## config.mk

```make
export PLATFORM = sky130hd
export DESIGN_NAME = vm_order_entry_flat
export DESIGN_NICKNAME = d
export VERILOG_FILES = /design/src/rtl/vm_order_entry_if.sv /design/src/rtl/vm_order_entry.sv /design/src/flat_wrapper.sv
export SDC_FILE = /design/constraint.sdc
export NUM_CORES = 1
export LEC_CHECK = 0
export ABC_AREA = 1
export BUFFER_PORTS_ARGS = -buffer_cell sky130_fd_sc_hd__buf_4
export CAP_MARGIN = 30
export CELL_PAD_IN_SITES_DETAIL_PLACEMENT = 1
export CELL_PAD_IN_SITES_GLOBAL_PLACEMENT = 2
export CORE_AREA = 2 2 97 75
export DETAILED_ROUTE_END_ITERATION = 10
export DIE_AREA = 0 0 99 77
export PLACE_DENSITY_LB_ADDON = 0.1
export SETUP_SLACK_MARGIN = 0.05
export SLEW_MARGIN = 25
export SYNTH_ARGS = -nofsm -noshare
export SYNTH_HDL_FRONTEND = slang
export SYNTH_SLANG_ARGS = --single-unit
```

## constraint.sdc

```tcl
create_clock -name clk -period 2.24 [get_ports clk]
set_input_delay 0.112 -clock clk [delete_from_list [all_inputs] [get_ports clk]]
set_output_delay 0.112 -clock clk [all_outputs]
set_load 0.05 [all_outputs]
```

## src/rtl/vm_order_entry_if.sv

```systemverilog
// vm_order_entry_if: request, result and status bundle
// between the order-entry front end and its environment.
interface vm_order_entry_if;
   logic       coin_valid;
   logic [1:0] coin_value;
   logic       sel_valid;
   logic [1:0] sel_tag;
   logic [2:0] sel_count;
   logic       confirm;
   logic       cancel;
   logic [1:0] Tag;
   logic [2:0] count;
   logic [3:0] money;
   logic       possibility;
   logic [3:0] remainingMoney;
   logic       busy;
   logic       coin_reject;
   logic       sel_err;
   logic       vend_ok;
   logic       vend_fail;
   logic       refund_valid;
   logic [3:0] refund_amount;

   modport master (
      output coin_valid, coin_value, sel_valid, sel_tag,
      output sel_count, confirm, cancel,
      output possibility, remainingMoney,
      input  Tag, count, money, busy, coin_reject, sel_err,
      input  vend_ok, vend_fail, refund_valid, refund_amount
   );

   modport slave (
      input  coin_valid, coin_value, sel_valid, sel_tag,
      input  sel_count, confirm, cancel,
      input  possibility, remainingMoney,
      output Tag, count, money, busy, coin_reject, sel_err,
      output vend_ok, vend_fail, refund_valid, refund_amount
   );
endinterface

```

## src/rtl/vm_order_entry.sv

```systemverilog
// vm_order_entry: coin/selection collector feeding the
// combinational vending core, with result and refund handling.
module vm_order_entry #(
   parameter int TIMEOUT = 255
) (
   input logic              clk,
   input logic              rst,
   vm_order_entry_if.slave  bus
);

   localparam logic [1:0] S_IDLE    = 2'd0;
   localparam logic [1:0] S_COLLECT = 2'd1;
   localparam logic [1:0] S_EVAL    = 2'd2;
   localparam logic [1:0] S_REFUND  = 2'd3;

   localparam logic [7:0] TMO_LAST = 8'(TIMEOUT - 1);

   logic [1:0] r_state;
   logic [3:0] r_credit;
   logic [1:0] r_tag;
   logic [2:0] r_count;
   logic [7:0] r_tmo;
   logic [1:0] r_tag_o;
   logic [2:0] r_count_o;
   logic [3:0] r_money_o;
   logic       r_busy;
   logic       r_coin_rej;
   logic       r_sel_err;
   logic       r_vend_ok;
   logic       r_vend_fail;
   logic       r_rf_vld;
   logic [3:0] r_rf_amt;

   logic [1:0] w_state;
   logic [3:0] w_credit;
   logic [1:0] w_tag;
   logic [2:0] w_count;
   logic [7:0] w_tmo;
   logic [1:0] w_tag_o;
   logic [2:0] w_count_o;
   logic [3:0] w_money_o;
   logic       w_coin_rej;
   logic       w_sel_err;
   logic       w_vend_ok;
   logic       w_vend_fail;
   logic       w_rf_vld;
   logic [3:0] w_rf_amt;

   logic [2:0] w_coin_amt;
   logic [4:0] w_sum;
   logic       w_coin_fits;
   logic       w_any;
   logic [2:0] w_cnt_eff;
   logic [1:0] w_tag_eff;

   // Decode coin value and check it against the 4-bit credit limit
   always_comb begin
      w_coin_amt = 3'd0;
      unique case (bus.coin_value)
         2'b00:   w_coin_amt = 3'd1;
         2'b01:   w_coin_amt = 3'd2;
         2'b10:   w_coin_amt = 3'd5;
         default: w_coin_amt = 3'd0;
      endcase
   end

   assign w_sum = {1'b0, r_credit} + {2'b00, w_coin_amt};
   assign w_coin_fits = (bus.coin_value != 2'b11) && !w_sum[4];
   assign w_any = bus.coin_valid | bus.sel_valid
                | bus.confirm | bus.cancel;
   // A selection arriving with confirm is used by that confirm
   assign w_cnt_eff = bus.sel_valid ? bus.sel_count : r_count;
   assign w_tag_eff = bus.sel_valid ? bus.sel_tag : r_tag;

   // Next-state and next-output computation for the order FSM
   always_comb begin
      w_state     = r_state;
      w_credit    = r_credit;
      w_tag       = r_tag;
      w_count     = r_count;
      w_tmo       = r_tmo;
      w_tag_o     = r_tag_o;
      w_count_o   = 3'd0;
      w_money_o   = 4'd0;
      w_coin_rej  = 1'b0;
      w_sel_err   = 1'b0;
      w_vend_ok   = 1'b0;
      w_vend_fail = 1'b0;
      w_rf_vld    = 1'b0;
      w_rf_amt    = 4'd0;
      unique case (r_state)
         S_IDLE: begin
            if (bus.sel_valid) begin
               w_tag   = bus.sel_tag;
               w_count = bus.sel_count;
            end
            if (bus.coin_valid) begin
               if (w_coin_fits) begin
                  w_credit = w_sum[3:0];
                  w_state  = S_COLLECT;
                  w_tmo    = 8'd0;
               end else begin
                  w_coin_rej = 1'b1;
               end
            end
         end
         S_COLLECT: begin
            if (bus.sel_valid) begin
               w_tag   = bus.sel_tag;
               w_count = bus.sel_count;
            end
            if (bus.cancel) begin
               w_state    = S_REFUND;
               w_rf_vld   = 1'b1;
               w_rf_amt   = r_credit;
               w_coin_rej = bus.coin_valid;
               w_tmo      = 8'd0;
            end else if (bus.confirm) begin
               w_coin_rej = bus.coin_valid;
               w_tmo      = 8'd0;
               if (w_cnt_eff != 3'd0) begin
                  w_state   = S_EVAL;
                  w_count_o = w_cnt_eff;
                  w_money_o = r_credit;
                  w_tag_o   = w_tag_eff;
               end else begin
                  w_sel_err = 1'b1;
               end
            end else begin
               if (bus.coin_valid) begin
                  if (w_coin_fits) begin
                     w_credit = w_sum[3:0];
                  end else begin
                     w_coin_rej = 1'b1;
                  end
               end
               if (w_any) begin
                  w_tmo = 8'd0;
               end else if (r_tmo == TMO_LAST) begin
                  w_state  = S_REFUND;
                  w_rf_vld = 1'b1;
                  w_rf_amt = r_credit;
                  w_tmo    = 8'd0;
               end else begin
                  w_tmo = r_tmo + 8'd1;
               end
            end
         end
         S_EVAL: begin
            w_state     = S_REFUND;
            w_coin_rej  = bus.coin_valid;
            w_rf_vld    = 1'b1;
            w_vend_ok   = bus.possibility;
            w_vend_fail = !bus.possibility;
            w_rf_amt    = bus.possibility ? bus.remainingMoney
                                          : r_credit;
         end
         S_REFUND: begin
            w_state    = S_IDLE;
            w_credit   = 4'd0;
            w_tag      = 2'd0;
            w_count    = 3'd0;
            w_tmo      = 8'd0;
            w_coin_rej = bus.coin_valid;
         end
         default: begin
            w_state = S_IDLE;
         end
      endcase
   end

   // Register state, latched order and all outputs
   always_ff @(posedge clk) begin
      if (rst) begin
         r_state     <= S_IDLE;
         r_credit    <= 4'd0;
         r_tag       <= 2'd0;
         r_count     <= 3'd0;
         r_tmo       <= 8'd0;
         r_tag_o     <= 2'd0;
         r_count_o   <= 3'd0;
         r_money_o   <= 4'd0;
         r_busy      <= 1'b0;
         r_coin_rej  <= 1'b0;
         r_sel_err   <= 1'b0;
         r_vend_ok   <= 1'b0;
         r_vend_fail <= 1'b0;
         r_rf_vld    <= 1'b0;
         r_rf_amt    <= 4'd0;
      end else begin
         r_state     <= w_state;
         r_credit    <= w_credit;
         r_tag       <= w_tag;
         r_count     <= w_count;
         r_tmo       <= w_tmo;
         r_tag_o     <= w_tag_o;
         r_count_o   <= w_count_o;
         r_money_o   <= w_money_o;
         r_busy      <= (w_state == S_EVAL)
                     || (w_state == S_REFUND);
         r_coin_rej  <= w_coin_rej;
         r_sel_err   <= w_sel_err;
         r_vend_ok   <= w_vend_ok;
         r_vend_fail <= w_vend_fail;
         r_rf_vld    <= w_rf_vld;
         r_rf_amt    <= w_rf_amt;
      end
   end

   assign bus.Tag           = r_tag_o;
   assign bus.count         = r_count_o;
   assign bus.money         = r_money_o;
   assign bus.busy          = r_busy;
   assign bus.coin_reject   = r_coin_rej;
   assign bus.sel_err       = r_sel_err;
   assign bus.vend_ok       = r_vend_ok;
   assign bus.vend_fail     = r_vend_fail;
   assign bus.refund_valid  = r_rf_vld;
   assign bus.refund_amount = r_rf_amt;

endmodule

```

## src/flat_wrapper.sv

```systemverilog
// flat-port wrapper written by rule: the top's interface ports become plain ports
module vm_order_entry_flat 
#(
   parameter int TIMEOUT = 255
)
  (clk, rst, bus_coin_valid, bus_coin_value, bus_sel_valid, bus_sel_tag, bus_sel_count, bus_confirm, bus_cancel, bus_possibility, bus_remainingMoney, bus_Tag, bus_count, bus_money, bus_busy, bus_coin_reject, bus_sel_err, bus_vend_ok, bus_vend_fail, bus_refund_valid, bus_refund_amount);
  vm_order_entry_if bus_i ();
  input logic clk;
  input logic rst;
  input wire logic [$bits(bus_i.coin_valid)-1:0] bus_coin_valid;
  input wire logic [$bits(bus_i.coin_value)-1:0] bus_coin_value;
  input wire logic [$bits(bus_i.sel_valid)-1:0] bus_sel_valid;
  input wire logic [$bits(bus_i.sel_tag)-1:0] bus_sel_tag;
  input wire logic [$bits(bus_i.sel_count)-1:0] bus_sel_count;
  input wire logic [$bits(bus_i.confirm)-1:0] bus_confirm;
  input wire logic [$bits(bus_i.cancel)-1:0] bus_cancel;
  input wire logic [$bits(bus_i.possibility)-1:0] bus_possibility;
  input wire logic [$bits(bus_i.remainingMoney)-1:0] bus_remainingMoney;
  output wire logic [$bits(bus_i.Tag)-1:0] bus_Tag;
  output wire logic [$bits(bus_i.count)-1:0] bus_count;
  output wire logic [$bits(bus_i.money)-1:0] bus_money;
  output wire logic [$bits(bus_i.busy)-1:0] bus_busy;
  output wire logic [$bits(bus_i.coin_reject)-1:0] bus_coin_reject;
  output wire logic [$bits(bus_i.sel_err)-1:0] bus_sel_err;
  output wire logic [$bits(bus_i.vend_ok)-1:0] bus_vend_ok;
  output wire logic [$bits(bus_i.vend_fail)-1:0] bus_vend_fail;
  output wire logic [$bits(bus_i.refund_valid)-1:0] bus_refund_valid;
  output wire logic [$bits(bus_i.refund_amount)-1:0] bus_refund_amount;
  assign bus_i.coin_valid = bus_coin_valid;
  assign bus_i.coin_value = bus_coin_value;
  assign bus_i.sel_valid = bus_sel_valid;
  assign bus_i.sel_tag = bus_sel_tag;
  assign bus_i.sel_count = bus_sel_count;
  assign bus_i.confirm = bus_confirm;
  assign bus_i.cancel = bus_cancel;
  assign bus_i.possibility = bus_possibility;
  assign bus_i.remainingMoney = bus_remainingMoney;
  assign bus_Tag = bus_i.Tag;
  assign bus_count = bus_i.count;
  assign bus_money = bus_i.money;
  assign bus_busy = bus_i.busy;
  assign bus_coin_reject = bus_i.coin_reject;
  assign bus_sel_err = bus_i.sel_err;
  assign bus_vend_ok = bus_i.vend_ok;
  assign bus_vend_fail = bus_i.vend_fail;
  assign bus_refund_valid = bus_i.refund_valid;
  assign bus_refund_amount = bus_i.refund_amount;
  vm_order_entry #(.TIMEOUT(TIMEOUT)) u_core (.clk(clk), .rst(rst), .bus(bus_i));
endmodule
```

==> flow_summary.yaml <==
status:
  status: "completed"
power_and_ir_drop:
  p_total_mw: 1.98
  powerDensity_mw_per_mm2: 818
  switching_power_mw: 0.767
  intPower_mw: 1.21
  power_frac_clock: 0.239
  switching_share: 0.388
  p_leak_nw: 1.15
  comb_power_share: 0.349
  seqPwrFrac: 0.411
  ir_worst_vdd_v: 0.000287
cts:
  holdBufCountCts: 1
  htreeDepth: 2
  clockBufferDepth: 2
  clock-sinks: 38
  cts_resized: 0
  post-cts-setup-buffer-count: 0
  cts_tree: "built"
  clkSlewWorstSetupHoldPaths_ns: 0.07
  cts_root_buffer: "clkbuf_8"
  clock_latency_ns: 0.28
  cts_made_buffers: 5
critical_path:
  crit_required_ns: 2.42
  crit_type: "register to register"
  worstReg2RegEnd: "u_core.r_tmo[6]$_SDFFE_PP0P_"
  reg2reg_slack_ns: 0.31
  critPathLaunchType: "register"
  cp.arrival_ns: 2.11
  r2r_start: "u_core.r_credit[0]$_SDFFE_PP0P_"
  critPathLaunch: "u_core.r_credit[0]$_SDFFE_PP0P_"
  setup.worst_path.end_class: "register"
  r2r_cells: 11
  setup.worst_path.end: "u_core.r_tmo[6]$_SDFFE_PP0P_"
  crit_fanout: 8
logic_synthesis:
  yosysWarnings: 0
  ys_ff_latch: 38
  ys_types: 28
  syn_area_mm2: 0.00195
  syn-num-nets: 306
  synth_top_area_frac: 0.389
  synth_area_leaders: "dfxtp_1 39%, nand2_1 12%, inv_1 8.5%, a21oi_1 6.4%, ha_1 6.4%"
  netlist_instances: 277
  yosysTopAreaCell: "dfxtp_1"
  syn_area_per_cell_um2: 7.06
  yosysSeqAreaShare: 0.389
sta:
  fmax_mhz: 517
  rsz0062_at_grt: "false"
  period_needed_ns: 1.93
  setup_viol: 0
  timing.final.crit_share: 0.863
  max_slew.worst_pin.slew_ns: 0.341
  fin_worst_skew_ns: 0.00292
  finalMaxSlewViolations: 0
  setup_tns_ns: 0
  hold_viol_final: 0
  maxSlewHeadroom: 0.772
global_route:
  grt_max_degree: 15
  overflow: 0
  antenna_found_initial: 0
  grtUsageTotal: 0.150
  grt_pass1_vias: 1843
  grt_pass1_wl_um: 9160
drt:
  viasPerCell: 4.58
  wl_per_cell_um: 13.4
  drt_iter0_drc: 48
  vias: 1840
  drcViolationCount: 0
  routed_wl_um: 5390
  ant_nets: 0
  drt_pass1_iterations: 4
die:
  die_w_um: 99
  design.die.area_mm2: 0.00762
  start_util: 0.293
  io_pins: 37
  fp-row-count: 26
  core_area_mm2: 0.00667
  die_y_um: 77
layout:
  drive_gt1_frac: 0.204
  final_nets: 348
  diodes: 0
  syn_to_final_growth_pct: 23.7
placement:
  hpwl_um: 4250
  gp_congestion: 0.731
  io_buffers: 36
min_path:
  hp-class: "input port to register"
  holdCritStartpoint: "bus_coin_valid"
flow_run:
  drv_cap: 0
stage by stage:
stage / util / instance area (um^2) / instances / worst slack (ns) / hold WS (ns)
floorplan: - / 1950 / 277 / 0.508 / 0.191
global route: 0.362 / 2420 / 402 / 0.111 / 0.0980
global placement: 0.349 / 2320 / 395 / 0.347 / 0.296
CTS: 0.362 / 2420 / 402 / 0.299 / 0.0736
finish: 0.362 / 2420 / 402 / 0.307 / 0.0869
detailed placement: 0.349 / 2320 / 395 / 0.305 / 0.298
synth_stat cells, drive strengths merged:
library cell  number
nand2             63
inv               47
dfxtp             38
nor2              30
a21oi             27
nand3             22
o21ai             21
ha                10
nand4              4
nor3               3
buf                2
clkbuf             2
or2                2
a21o               1
a31oi              1
fa                 1
o21bai             1
o31ai              1
xor2               1
critical path, cell delays in order (launching register included):
cell	delay, ns
dfxtp_1	0.33
ha_1	0.17
inv_1	0.05
fa_1	0.40
inv_1	0.07
nand3_1	0.08
nand4_1	0.12
nand2_2	0.11
nand2_2	0.18
inv_2	0.10
o21ai_0	0.16
nor2_1	0.06
power groups by stage:
stage          combinational [mW]  clock (mW)  sequential, mW
3_5_place_dp                0.695           0           0.830
3_3_place_gp                0.692           0           0.828
6_report                    0.691       0.473           0.813
4_1_cts                     0.700       0.497           0.814
2_1_floorplan               0.442           0           0.871
5_1_grt                     0.803       0.524           0.826
how the worst min path moves through the flow:
stage | slack (ns) | endpoint | cells after the start
2_1_floorplan | 0.19 | u_core.bus.sel_err$_SDFF_PP0_ | 1
3_3_place_gp | 0.30 | u_core.bus.vend_fail$_SDFF_PP0_ | 2
5_1_grt | 0.1 | u_core.bus.coin_reject$_SDFF_PP0_ | 3
3_5_place_dp | 0.30 | u_core.bus.vend_fail$_SDFF_PP0_ | 2
4_1_cts | 0.07 | u_core.bus.coin_reject$_SDFF_PP0_ | 3
6_report | 0.09 | u_core.bus.coin_reject$_SDFF_PP0_ | 3
cells by family after synthesis:
group / count (synthesis) / synth area share
AND/OR/NAND/NOR: 124 / 0.286
adder cells (fa/ha/maj): 11 / 0.0743
XOR/XNOR: 1 / 0.00448
flip-flops: 38 / 0.389
buffers and inverters: 51 / 0.101
AO/OA/AOI/OAI: 52 / 0.145
area by class of cell:
cell class / instances / area [um^2]
Fill cell: 881 / 4250
Multi-Input combinational cell: 188 / 997
Sequential cell: 38 / 761
Timing Repair Buffer: 39 / 295
Inverter: 47 / 176
Tap cell: 84 / 105
Clock buffer: 6 / 82.6
layer usage:
layer / GRT usage / routed length (um) / up-vias / share of wire
met4: 0.0247 / 35 / 0 / 0.0065
met3: 0.0392 / 232 / 5 / 0.043
li1: - / - / 965 / -
met1: 0.221 / 2940 / 839 / 0.55
met2: 0.223 / 2180 / 31 / 0.40
met5: 0 / 0 / - / 0
cell usage in the layout, fill, tap and decap left out, types with 2 or more instances in the layout:
cell	Yosys	final
a21oi_2	2	2
or2_2	2	2
ha_1	10	10
nand3_1	17	17
nand3_2	5	5
o21ai_1	4	4
inv_2	3	3
a21oi_1	25	25
buf_4	1	38
nor3_1	3	3
nand4_1	4	4
nor2_1	26	26
o21ai_0	15	15
clkbuf_8	0	6
nand2_2	3	3
o21ai_2	2	2
nor2_2	3	3
dfxtp_1	38	38
nand2_1	60	60
inv_1	44	44
registers in the layout, indices dropped and copies added (netlist names), 3 cells and up:
signal	count
u_core.bus.money	4
u_core.r_count	3
u_core.r_credit	4
u_core.bus.refund_amount	4
u_core.bus.count	3
u_core.r_tmo	8
Note: power is estimated with default switching activity, not from simulation.
